[src/rtl/deframer.sv]
// deframer: receive-side packet deframer.
//   Accepts packed words from the UART RX path, unpacks each payload word into
//   PackedNum elements (LSB-first), strips the 6-word footer
//   (TailByte0, TailByte1, WH, WL, HH, HL) and publishes the captured image
//   dimensions. On a footer mismatch it hunts for the tail pair to resync.
// Ports:
//   clk_i, rst_i            clock, synchronous active-high reset
//   valid_i/ready_o/data_i  packed input stream (payload or footer words)
//   valid_o/ready_i         unpacked output handshake
//   unpacked_o              current unpacked element
//   image_width_o           last committed {WH,WL}
//   image_height_o          last committed {HH,HL}
//   frame_done_o            1-cycle pulse when a footer completes
//   sync_err_o              1-cycle pulse on a tail-word mismatch
module deframer #(
    parameter int unsigned UnpackedWidth  = 1,
    parameter int unsigned PackedNum      = 8,
    parameter int unsigned PackedWidth    = UnpackedWidth * PackedNum,
    parameter int unsigned PacketLenElems = 1024,
    parameter logic [PackedWidth-1:0] TailByte0 = 8'hA5,
    parameter logic [PackedWidth-1:0] TailByte1 = 8'h5A,
    localparam int unsigned DimensionWidth = 2 * PackedWidth,
    localparam int unsigned CountWidth     = $clog2(PacketLenElems)
) (
    input  logic                      clk_i,
    input  logic                      rst_i,
    input  logic                      valid_i,
    output logic                      ready_o,
    input  logic [PackedWidth-1:0]    data_i,
    output logic                      valid_o,
    input  logic                      ready_i,
    output logic [UnpackedWidth-1:0]  unpacked_o,
    output logic [DimensionWidth-1:0] image_width_o,
    output logic [DimensionWidth-1:0] image_height_o,
    output logic                      frame_done_o,
    output logic                      sync_err_o
);

    localparam int unsigned ElemCntWidth = $clog2(PackedNum + 1);

    localparam logic [3:0] StPayload = 4'd0;
    localparam logic [3:0] StTail0   = 4'd1;
    localparam logic [3:0] StTail1   = 4'd2;
    localparam logic [3:0] StDimWH   = 4'd3;
    localparam logic [3:0] StDimWL   = 4'd4;
    localparam logic [3:0] StDimHH   = 4'd5;
    localparam logic [3:0] StDimHL   = 4'd6;
    localparam logic [3:0] StHunt0   = 4'd7;
    localparam logic [3:0] StHunt1   = 4'd8;

    logic [3:0]              state_q, state_d;
    logic [CountWidth-1:0]   word_cnt_q;
    logic [PackedWidth-1:0]  shift_q;
    logic [ElemCntWidth-1:0] elems_q;
    logic [PackedWidth-1:0]  wh_q, wl_q, hh_q;
    logic                    in_fire, out_fire, in_payload, last_word, tail_err;

    assign in_payload = (state_q == StPayload);
    assign last_word  = (word_cnt_q == CountWidth'(PacketLenElems - 1));
    assign valid_o    = (elems_q != '0);
    assign unpacked_o = shift_q[UnpackedWidth-1:0];
    assign out_fire   = valid_o && ready_i;

    // A new payload word may replace the buffer when it is empty or when its
    // final element leaves this very cycle; footer words never use the buffer.
    assign ready_o = in_payload
                   ? ((elems_q == '0) || ((elems_q == ElemCntWidth'(1)) && ready_i))
                   : 1'b1;
    assign in_fire = valid_i && ready_o;

    always_comb begin
        state_d  = state_q;
        tail_err = 1'b0;
        if (in_fire) begin
            case (state_q)
                StPayload: if (last_word) state_d = StTail0;
                StTail0: begin
                    if (data_i == TailByte0) begin
                        state_d = StTail1;
                    end else begin
                        state_d  = StHunt0;
                        tail_err = 1'b1;
                    end
                end
                StTail1: begin
                    if (data_i == TailByte1) begin
                        state_d = StDimWH;
                    end else begin
                        state_d  = StHunt0;
                        tail_err = 1'b1;
                    end
                end
                StDimWH: state_d = StDimWL;
                StDimWL: state_d = StDimHH;
                StDimHH: state_d = StDimHL;
                StDimHL: state_d = StPayload;
                StHunt0: if (data_i == TailByte0) state_d = StHunt1;
                StHunt1: begin
                    if (data_i == TailByte1)      state_d = StDimWH;
                    else if (data_i != TailByte0) state_d = StHunt0;
                end
                default: state_d = StPayload;
            endcase
        end
    end

    always_ff @(posedge clk_i) begin
        if (rst_i) begin
            state_q        <= StPayload;
            word_cnt_q     <= '0;
            shift_q        <= '0;
            elems_q        <= '0;
            wh_q           <= '0;
            wl_q           <= '0;
            hh_q           <= '0;
            image_width_o  <= '0;
            image_height_o <= '0;
            frame_done_o   <= 1'b0;
            sync_err_o     <= 1'b0;
        end else begin
            state_q      <= state_d;
            frame_done_o <= 1'b0;
            sync_err_o   <= tail_err;

            // Load has priority: it only happens when the buffer is empty or
            // its last element is being consumed in the same cycle.
            if (in_fire && in_payload) begin
                shift_q <= data_i;
                elems_q <= ElemCntWidth'(PackedNum);
                if (!last_word) word_cnt_q <= word_cnt_q + CountWidth'(1);
            end else if (out_fire) begin
                shift_q <= shift_q >> UnpackedWidth;
                elems_q <= elems_q - ElemCntWidth'(1);
            end

            if (in_fire) begin
                case (state_q)
                    StDimWH: wh_q <= data_i;
                    StDimWL: wl_q <= data_i;
                    StDimHH: hh_q <= data_i;
                    StDimHL: begin
                        image_width_o  <= {wh_q, wl_q};
                        image_height_o <= {hh_q, data_i};
                        frame_done_o   <= 1'b1;
                        word_cnt_q     <= '0;
                    end
                    default: ;
                endcase
            end
        end
    end

endmodule

[config.mk]
export PLATFORM = sky130hd
export DESIGN_NAME = deframer
export DESIGN_NICKNAME = d
export VERILOG_FILES = /design/src/rtl/deframer.sv
export SDC_FILE = /design/constraint.sdc
export NUM_CORES = 1
export LEC_CHECK = 0
export CORE_UTILIZATION = 40
export CTS_CLUSTER_SIZE = 14
export DETAILED_ROUTE_END_ITERATION = 10
export HOLD_SLACK_MARGIN = 0.03
export PLACE_DENSITY = 0.71
export SETUP_SLACK_MARGIN = 0.2
export SLEW_MARGIN = 20
export SYNTH_ARGS = -nofsm -noshare
export SYNTH_HDL_FRONTEND = slang
export SYNTH_SLANG_ARGS = --single-unit
[constraint.sdc]
create_clock -name clk_i -period 1.9 [get_ports clk_i]
set_input_delay 0.38 -clock clk_i [delete_from_list [all_inputs] [get_ports clk_i]]
set_output_delay 0.38 -clock clk_i [all_outputs]
set_load 0.05 [all_outputs]
==> results.md, run 1 <==
* Worst rel slew slack at 64.0%
* Final Setup Violations at 0
* Sequential share of the synthesized area at 47.7%
* Rows at 33
* Final slew viol count at 0
* Post-Place Setup Slack at -0.307 ns
* Die Y at 95.9 um
* All-layer global routing usage at 19.0%
* Placer's final routability congestion estimate at 0.888
* Pin count of the biggest net entering global routing at 54
* Layout cells sized above 1 at 28.1%
* Port buffer count at 48
* Reg-to-reg critical path startpoint: elems_q[0]$_SDFFE_PP0P_
* Post-synth net total at 423
* Setup CP Type: register to output pin
* CP endpoint kind: output pin
* Placed Area at 4300 um^2
* Hold_ws at 0.453 ns
* Die area at 9190 um^2
* # nets final at 504
* Post-synth EDFFs at 0
* Fillers at 701
* Flops & latches, synth at 84
* Startpoint types: register
* Die boundary width at 95.9 um
* Placeable Area at 8380 um^2
* # H-tree levels at 3
* Psw at 2.09 mW
* Worst Setup Slack, final at 0.0201 ns
* Util after Layout at 58.2%
* Post-route cell area at 4880 um^2
* Post-Synthesis Cells at 408
* DRT Pass-1 Iters at 5
* Reg2reg setup slack at 0.14 ns
* Tmin final at 1.88 ns
* Worst reg2reg path depth at 8
* Tcrit/Tclk final at 98.9%
* Top cells by count, synth: nand2_1 (91), dfxtp_1 (84), nor2_1 (47)
* Pleak at 1.95 nW
* Critical path peak fanout at 4
* R2r endpoint: elems_q[3]$_SDFFE_PP0P_
* Wirelength, routed at 8.87 mm
* Root buffer cell: clkbuf_8
* Critical path arrival at 1.50 ns
* Syn_area_per_cell at 8.64 um^2
* Synth cell types at 47
* # diodes at 0
* Sequential power share at 37.5%
* Final Hold Violating Endpoints at 0
* CTS tree: done
* CTS buffer count at 9
* Cell Area, Synth at 3520 um^2
* HPWL after DPL at 5.53 mm
* FMAX at 0.532 GHz
* Count of antenna-violating nets left after detailed routing at 0
* Synth area leaders: dfxtp_1 (48%), nand2_1 (9.7%), mux2i_1 (7.1%)
* Hold path depth at 2
* Top Ports at 49
* Worst-margin pin slew at 0.540 ns
* Setup TNS at 0 ns
* Count leader, synth: nand2_1
* Synth-to-Final Area Change at 38.4%
* P per Cell Area at 1160 nW/um^2
* Hold Crit Class: register to register
* Yosys warns at 0
* Internal power at 3.56 mW
* 1st-iter DRT viols at 171
* Clock Skew at 0.0116 ns
* Vias in the first global route at 2,824
* Worst skew pair latency at 0.36 ns
* CTS Buffer Depth at 2
* Area leader, netlist: dfxtp_1
* First-pass GRT wire length at 13.4 mm
* Initial core utilization at 42.1%
* Status: finished clean
* Drc violations at 0
* Hold Path Origin: image_width_o[9]$_SDFFE_PP0P_
* Routed vias at 3,202
* Hold EP: image_width_o[9]$_SDFFE_PP0P_
* GR Overflow Total at 0
* RSZ-0062 raised after global routing: yes
* Reg clk slew, reported paths at 0.09 ns
* CTS Sinks at 84
* Share of synthesized registers carrying an async set or reset at 0%
* Comb pwr share at 41.0%
* Antenna violations before repair at 0
* Main synth FF type: dfxtp_1
* Avg WL per Cell at 14.8 um
* Switch share at 37.0%
* Post-synth top area share at 47.7%
* Max-Cap Viols at 0
* Vias per inst at 5.35
* Worst Path Required at 1.52 ns
* VDD IR max at 0.627 mV
* Clock power share at 21.4%
-- placed cells by master, fill, tap and decap left out, types with 3 or more instances in the layout --
| cell type | count |
|---|---|
| nand2b_1 | 4 |
| clkbuf_8 | 9 |
| dfxtp_1 | 76 |
| xor2_1 | 7 |
| nand3_1 | 6 |
| a21oi_1 | 41 |
| buf_6 | 3 |
| nand3_2 | 3 |
| nand2_2 | 6 |
| dlygate4sd2_1 | 36 |
| mux2i_1 | 25 |
| buf_12 | 5 |
| nand2_1 | 79 |
| nor3_1 | 5 |
| nor4_4 | 4 |
| dfxtp_4 | 6 |
| nand4_1 | 4 |
| nor2_1 | 46 |
| a311oi_2 | 7 |
| nand4b_1 | 3 |
| inv_6 | 3 |
| buf_4 | 47 |
| nand2_4 | 7 |
-- layer usage --
metal / up-vias / global-route usage, % / wire (um)
li1: 1560 / - / -
met1: 1538 / 24.8 / 3950
met2: 94 / 31.1 / 4310
met3: 10 / 4.82 / 497
met4: 0 / 5.35 / 109
met5: - / 0 / 0
-- worst max-delay path by stage --
stage,startpoint,slack (ns),end,cells past startpoint
after floorplan,elems_q[0]$_SDFFE_PP0P_,0.17,elems_q[3]$_SDFFE_PP0P_,7
after global placement,data_i[5],-0.22,state_q[3]$_SDFFE_PP0P_,7
after detailed placement,data_i[5],-0.31,state_q[2]$_SDFFE_PP0P_,7
after CTS,elems_q[1]$_SDFFE_PP0P_,0.04,valid_o,4
after global routing,elems_q[0]$_SDFFE_PP0P_,-0.03,valid_o,4
final,elems_q[0]$_SDFFE_PP0P_,0.02,valid_o,4
-- cell type report --
| class | instances | area (um^2) | share of cell area, % |
|---|---|---|---|
| multi-input combinational | 293 | 1970 | 40.5 |
| sequential | 84 | 1710 | 35.0 |
| timing repair buffer | 97 | 870 | 17.8 |
| tap | 105 | 131 | 2.69 |
| clock buffer | 9 | 124 | 2.54 |
| clock inverter | 7 | 58.8 | 1.21 |
| inverter | 4 | 15.0 | 0.308 |
-- power groups by stage --
stage	sequential [mW]	clock, mW	combinational, mW
floorplan	2.10	0	1.16
global placement	2.11	0	1.56
detailed placement	2.11	0	1.58
CTS	2.08	1.25	1.79
global route	2.14	1.32	2.45
finish	2.12	1.21	2.32
-- sequential cells by signal, indices dropped and copies added (netlist names) --
name,flops
wh_q,8
image_width_o,16
wl_q,8
sync_err_o,1
state_q,4
shift_q,8
image_height_o,16
hh_q,8
elems_q,4
frame_done_o,1
word_cnt_q,10
-- critical path: stages (launching register included) --
cell	delay, ns
dfxtp_4	0.37
inv_2	0.06
ha_4	0.14
or3b_4	0.41
buf_8	0.16
-- cells by family after synthesis --
logic type | count (synthesis) | synth area share, %
fa+ha+maj | 3 | 1.07
compound gates | 64 | 11.4
xor+xnor | 8 | 1.99
flops | 84 | 47.7
simple gates | 192 | 26.4
mux | 25 | 7.10
buf+inv | 32 | 4.40
-- timing repair --
item	4_1_cts	5_1_grt
hold buffers	0	0
gates resized for setup	55	52
buffers inserted	5	11
endpoints found under the hold margin	0	0
pin swaps	9	28
endpoints found under the setup margin	37	27
cloned	0	2
-- per-stage QoR --
step           instances  power, mW
2_1_floorplan        408       3.25
3_3_place_gp         565       3.67
3_5_place_dp         565       3.70
4_1_cts              586       5.12
5_1_grt              599       5.91
6_report             599       5.65
(Power assumes the default switching activity.)
==> run 2, diff against run 1 <==
--- a/config.mk
+++ b/config.mk
@@ -6,9 +6,9 @@
 export NUM_CORES = 1
 export LEC_CHECK = 0
-export CORE_UTILIZATION = 40
+export CORE_UTILIZATION = 54
 export CTS_CLUSTER_SIZE = 14
 export DETAILED_ROUTE_END_ITERATION = 10
 export HOLD_SLACK_MARGIN = 0.03
-export PLACE_DENSITY = 0.71
+export PLACE_DENSITY = 0.89
 export SETUP_SLACK_MARGIN = 0.2
 export SLEW_MARGIN = 20
==> constraint.sdc (replaced) <==
create_clock -name clk_i -period 1.9 [get_ports clk_i]
set_input_delay 0.475 -clock clk_i [delete_from_list [all_inputs] [get_ports clk_i]]
set_output_delay 0.475 -clock clk_i [all_outputs]
set_load 0.05 [all_outputs]
==> run 2 against run 1 <==
Against the previous run:
- the flow now finishes with violations (setup timing)
- sequential share of layout area is 0.50 points higher
- non-clock buffer count is 6 higher
- highest routed layer unchanged
- final cell count fell by 3.8%
- critical endpoint unchanged
- critical path type unchanged
==> results.md, run 2 (same netlist as run 1, synthesis figures left out) <==
* Status: complete, but fails checks
* Failing checks: setup timing
* FMAX at 0.507 GHz (-4.6%)
* Worst rel slew slack at 68.3% (+4.4 points)
* Reg2reg setup slack at 0.03 ns (-0.11 ns)
* R2r endpoint: shift_q[1]$_SDFFE_PP0P_
* Worst-margin pin slew at 0.477 ns (-0.0637 ns)
* Top Ports at 49 (unchanged)
* Count of antenna-violating nets left after detailed routing at 0 (unchanged)
* Wirelength, routed at 9.72 mm (+9.6%)
* Worst Path Required at 1.42 ns (-0.10 ns)
* Placeable Area at 6310 um^2 (-25%)
* Reg clk slew, reported paths at 0.08 ns (about the same)
* Routed vias at 3,339 (+4.3%)
* First-pass GRT wire length at 13.5 mm (+0.51%)
* Startpoint types: register
* Hold Crit Class: input port to register
* Most frequent cells in the layout: nand2_1 (84), buf_4 (79), dfxtp_1 (77)
* Drc violations at 0 (unchanged)
* Die area at 6850 um^2 (-25%)
* Worst Setup Slack, final at -0.0714 ns (-0.0915 ns)
* Synth-to-Final Area Change at 36.2%
* Placer's final routability congestion estimate at 0.823 (-7.4%)
* # H-tree levels at 3 (unchanged)
* CTS Buffer Depth at 2 (unchanged)
* # nets final at 509 (+0.99%)
* Critical path peak fanout at 3 (-1)
* Pin count of the biggest net entering global routing at 33 (-39%)
* Commonest non-fill, non-tap cell in the layout: nand2_1
* Hold_ws at 0.406 ns (-0.0474 ns)
* Critical path arrival at 1.50 ns (about the same)
* Die boundary width at 82.8 um (-14%)
* Final Setup Violations at 2 (+2)
* Die Y at 82.8 um (-14%)
* CTS buffer count at 9 (unchanged)
* Avg WL per Cell at 16.9 um (+14%)
* CP endpoint kind: output pin
* Max-Cap Viols at 0 (unchanged)
* Final Hold Violating Endpoints at 0 (unchanged)
* GR Overflow Total at 0 (unchanged)
* Setup CP Type: register to output pin
* P per Cell Area at 1190 nW/um^2 (+2.8%)
* Initial core utilization at 55.8% (+14 points)
* CTS tree: done
* Reg-to-reg critical path startpoint: elems_q[1]$_SDFFE_PP0P_
* Tcrit/Tclk final at 104% (+4.8 points)
* Crit-path leading delay family: simple AND/OR/NAND/NOR gates
* Setup TNS at -0.143 ns (-0.143 ns)
* Tmin final at 1.97 ns (+0.0915 ns)
* Crit-path slowest cell: or3b_4
* Worst reg2reg path depth at 9 (+1)
* RSZ-0062 raised after global routing: yes
* 1st-iter DRT viols at 232 (+36%)
* Antenna violations before repair at 0 (unchanged)
* Rows at 29 (-12%)
* CP cell instances: inv_4 -> ha_4 -> or3b_4 -> buf_8
* Tot Pwr at 5.71 mW (+1.2%)
* VDD IR max at 0.769 mV (+23%)
* Slowest stage delay, CP at 0.40 ns (about the same)
* HPWL after DPL at 5.86 mm (+6.0%)
* Crit path buf inv count at 2 (unchanged)
* Vias per inst at 5.80 (+8.4%)
* Util after Layout at 76.0% (+18 points)
* Worst skew pair latency at 0.36 ns (about the same)
* Hold path depth at 2 (unchanged)
* Pleak at 1.87 nW (-4.2%)
* Port buffer count at 48 (unchanged)
* Vias in the first global route at 2,960 (+4.8%)
* Final slew viol count at 0 (unchanged)
* DRT Pass-1 Iters at 5 (unchanged)
* All-layer global routing usage at 26.7% (+7.7 points)
* Hold Path Origin: rst_i
* CTS Sinks at 84 (unchanged)
* Hold EP: elems_q[1]$_SDFFE_PP0P_
* Clock Skew at 0.00987 ns (-0.00177 ns)
* Largest registers: image_height_o (16), image_width_o (16), word_cnt_q (10)
* # diodes at 0 (unchanged)
* Layout cells sized above 1 at 33.1% (+4.9 points)
* Root buffer cell: clkbuf_8
[run 2: cell types whose count changed in the layout (fill, tap and decap cells not counted), sizes merged, moves of 2 or more]
cell,delta
clkinv,-2
dlygate4sd2,-28
buf,+34
inv,-2
clkdlybuf4s50,-2
clkdlybuf4s15,+2
clkinvlp,+2
[run 2: metrics by stage]
| step | cell area [um^2] | setup WS [ns] | cells |
|---|---|---|---|
| after floorplan | 3570 | 0.173 | 408 |
| after global placement | 4240 | -0.316 | 544 |
| after detailed placement | 4240 | -0.333 | 544 |
| after CTS | 4570 | -0.0459 | 567 |
| after global routing | 4800 | -0.125 | 576 |
| final | 4800 | -0.0714 | 576 |
[run 2: where the power goes]
part | total (mW) | switching [mW] | internal [mW]
Combinational | 2.30 | 1.20 | 1.10
Clock | 1.30 | 0.681 | 0.617
Sequential | 2.11 | 0.175 | 1.94
[run 2: routing by layer]
layer | routed length [um] | share of wire [%] | GRT usage [%]
met1 | 3830 | 39 | 31.0
met3 | 462 | 4.8 | 4.81
met2 | 5090 | 52 | 45.8
met5 | 0 | 0 | 0
met4 | 336 | 3.5 | 15.7
[run 2: worst register-to-register path, stage by stage, from the launching register on]
cell	delay (ns)
dfxtp_2	0.35
inv_4	0.08
ha_4	0.15
or3b_4	0.40
buf_4	0.15
buf_6	0.11
nand2_4	0.07
buf_6	0.13
nand2_2	0.07
a311oi_2	0.27
[run 2: cell type report]
type | count | area, um^2
clock buffer | 10 | 128
inverter | 4 | 20.0
sequential | 84 | 1700
clock inverter | 6 | 70.1
fill | 412 | 1510
timing repair buffer | 103 | 860
tap | 77 | 96.3
multi-input combinational | 292 | 1920
[run 2: worst max path at each step]
stage	startpoint	to	slack (ns)	cells after the start
2_1_floorplan	elems_q[0]$_SDFFE_PP0P_	elems_q[3]$_SDFFE_PP0P_	0.17	7
3_3_place_gp	data_i[3]	state_q[2]$_SDFFE_PP0P_	-0.32	6
3_5_place_dp	data_i[3]	state_q[2]$_SDFFE_PP0P_	-0.33	7
4_1_cts	elems_q[0]$_SDFFE_PP0P_	valid_o	-0.05	4
5_1_grt	elems_q[1]$_SDFFE_PP0P_	ready_o	-0.13	6
6_report	elems_q[1]$_SDFFE_PP0P_	valid_o	-0.07	4
[run 2: timing repair]
| item | CTS | global route |
|---|---|---|
| setup endpoints to repair | 15 | 34 |
| gates cloned | 1 | 0 |
| setup buffers | 6 | 9 |
| pin swaps | 8 | 23 |
| resized for setup | 37 | 37 |
| hold buffers | 0 | 0 |
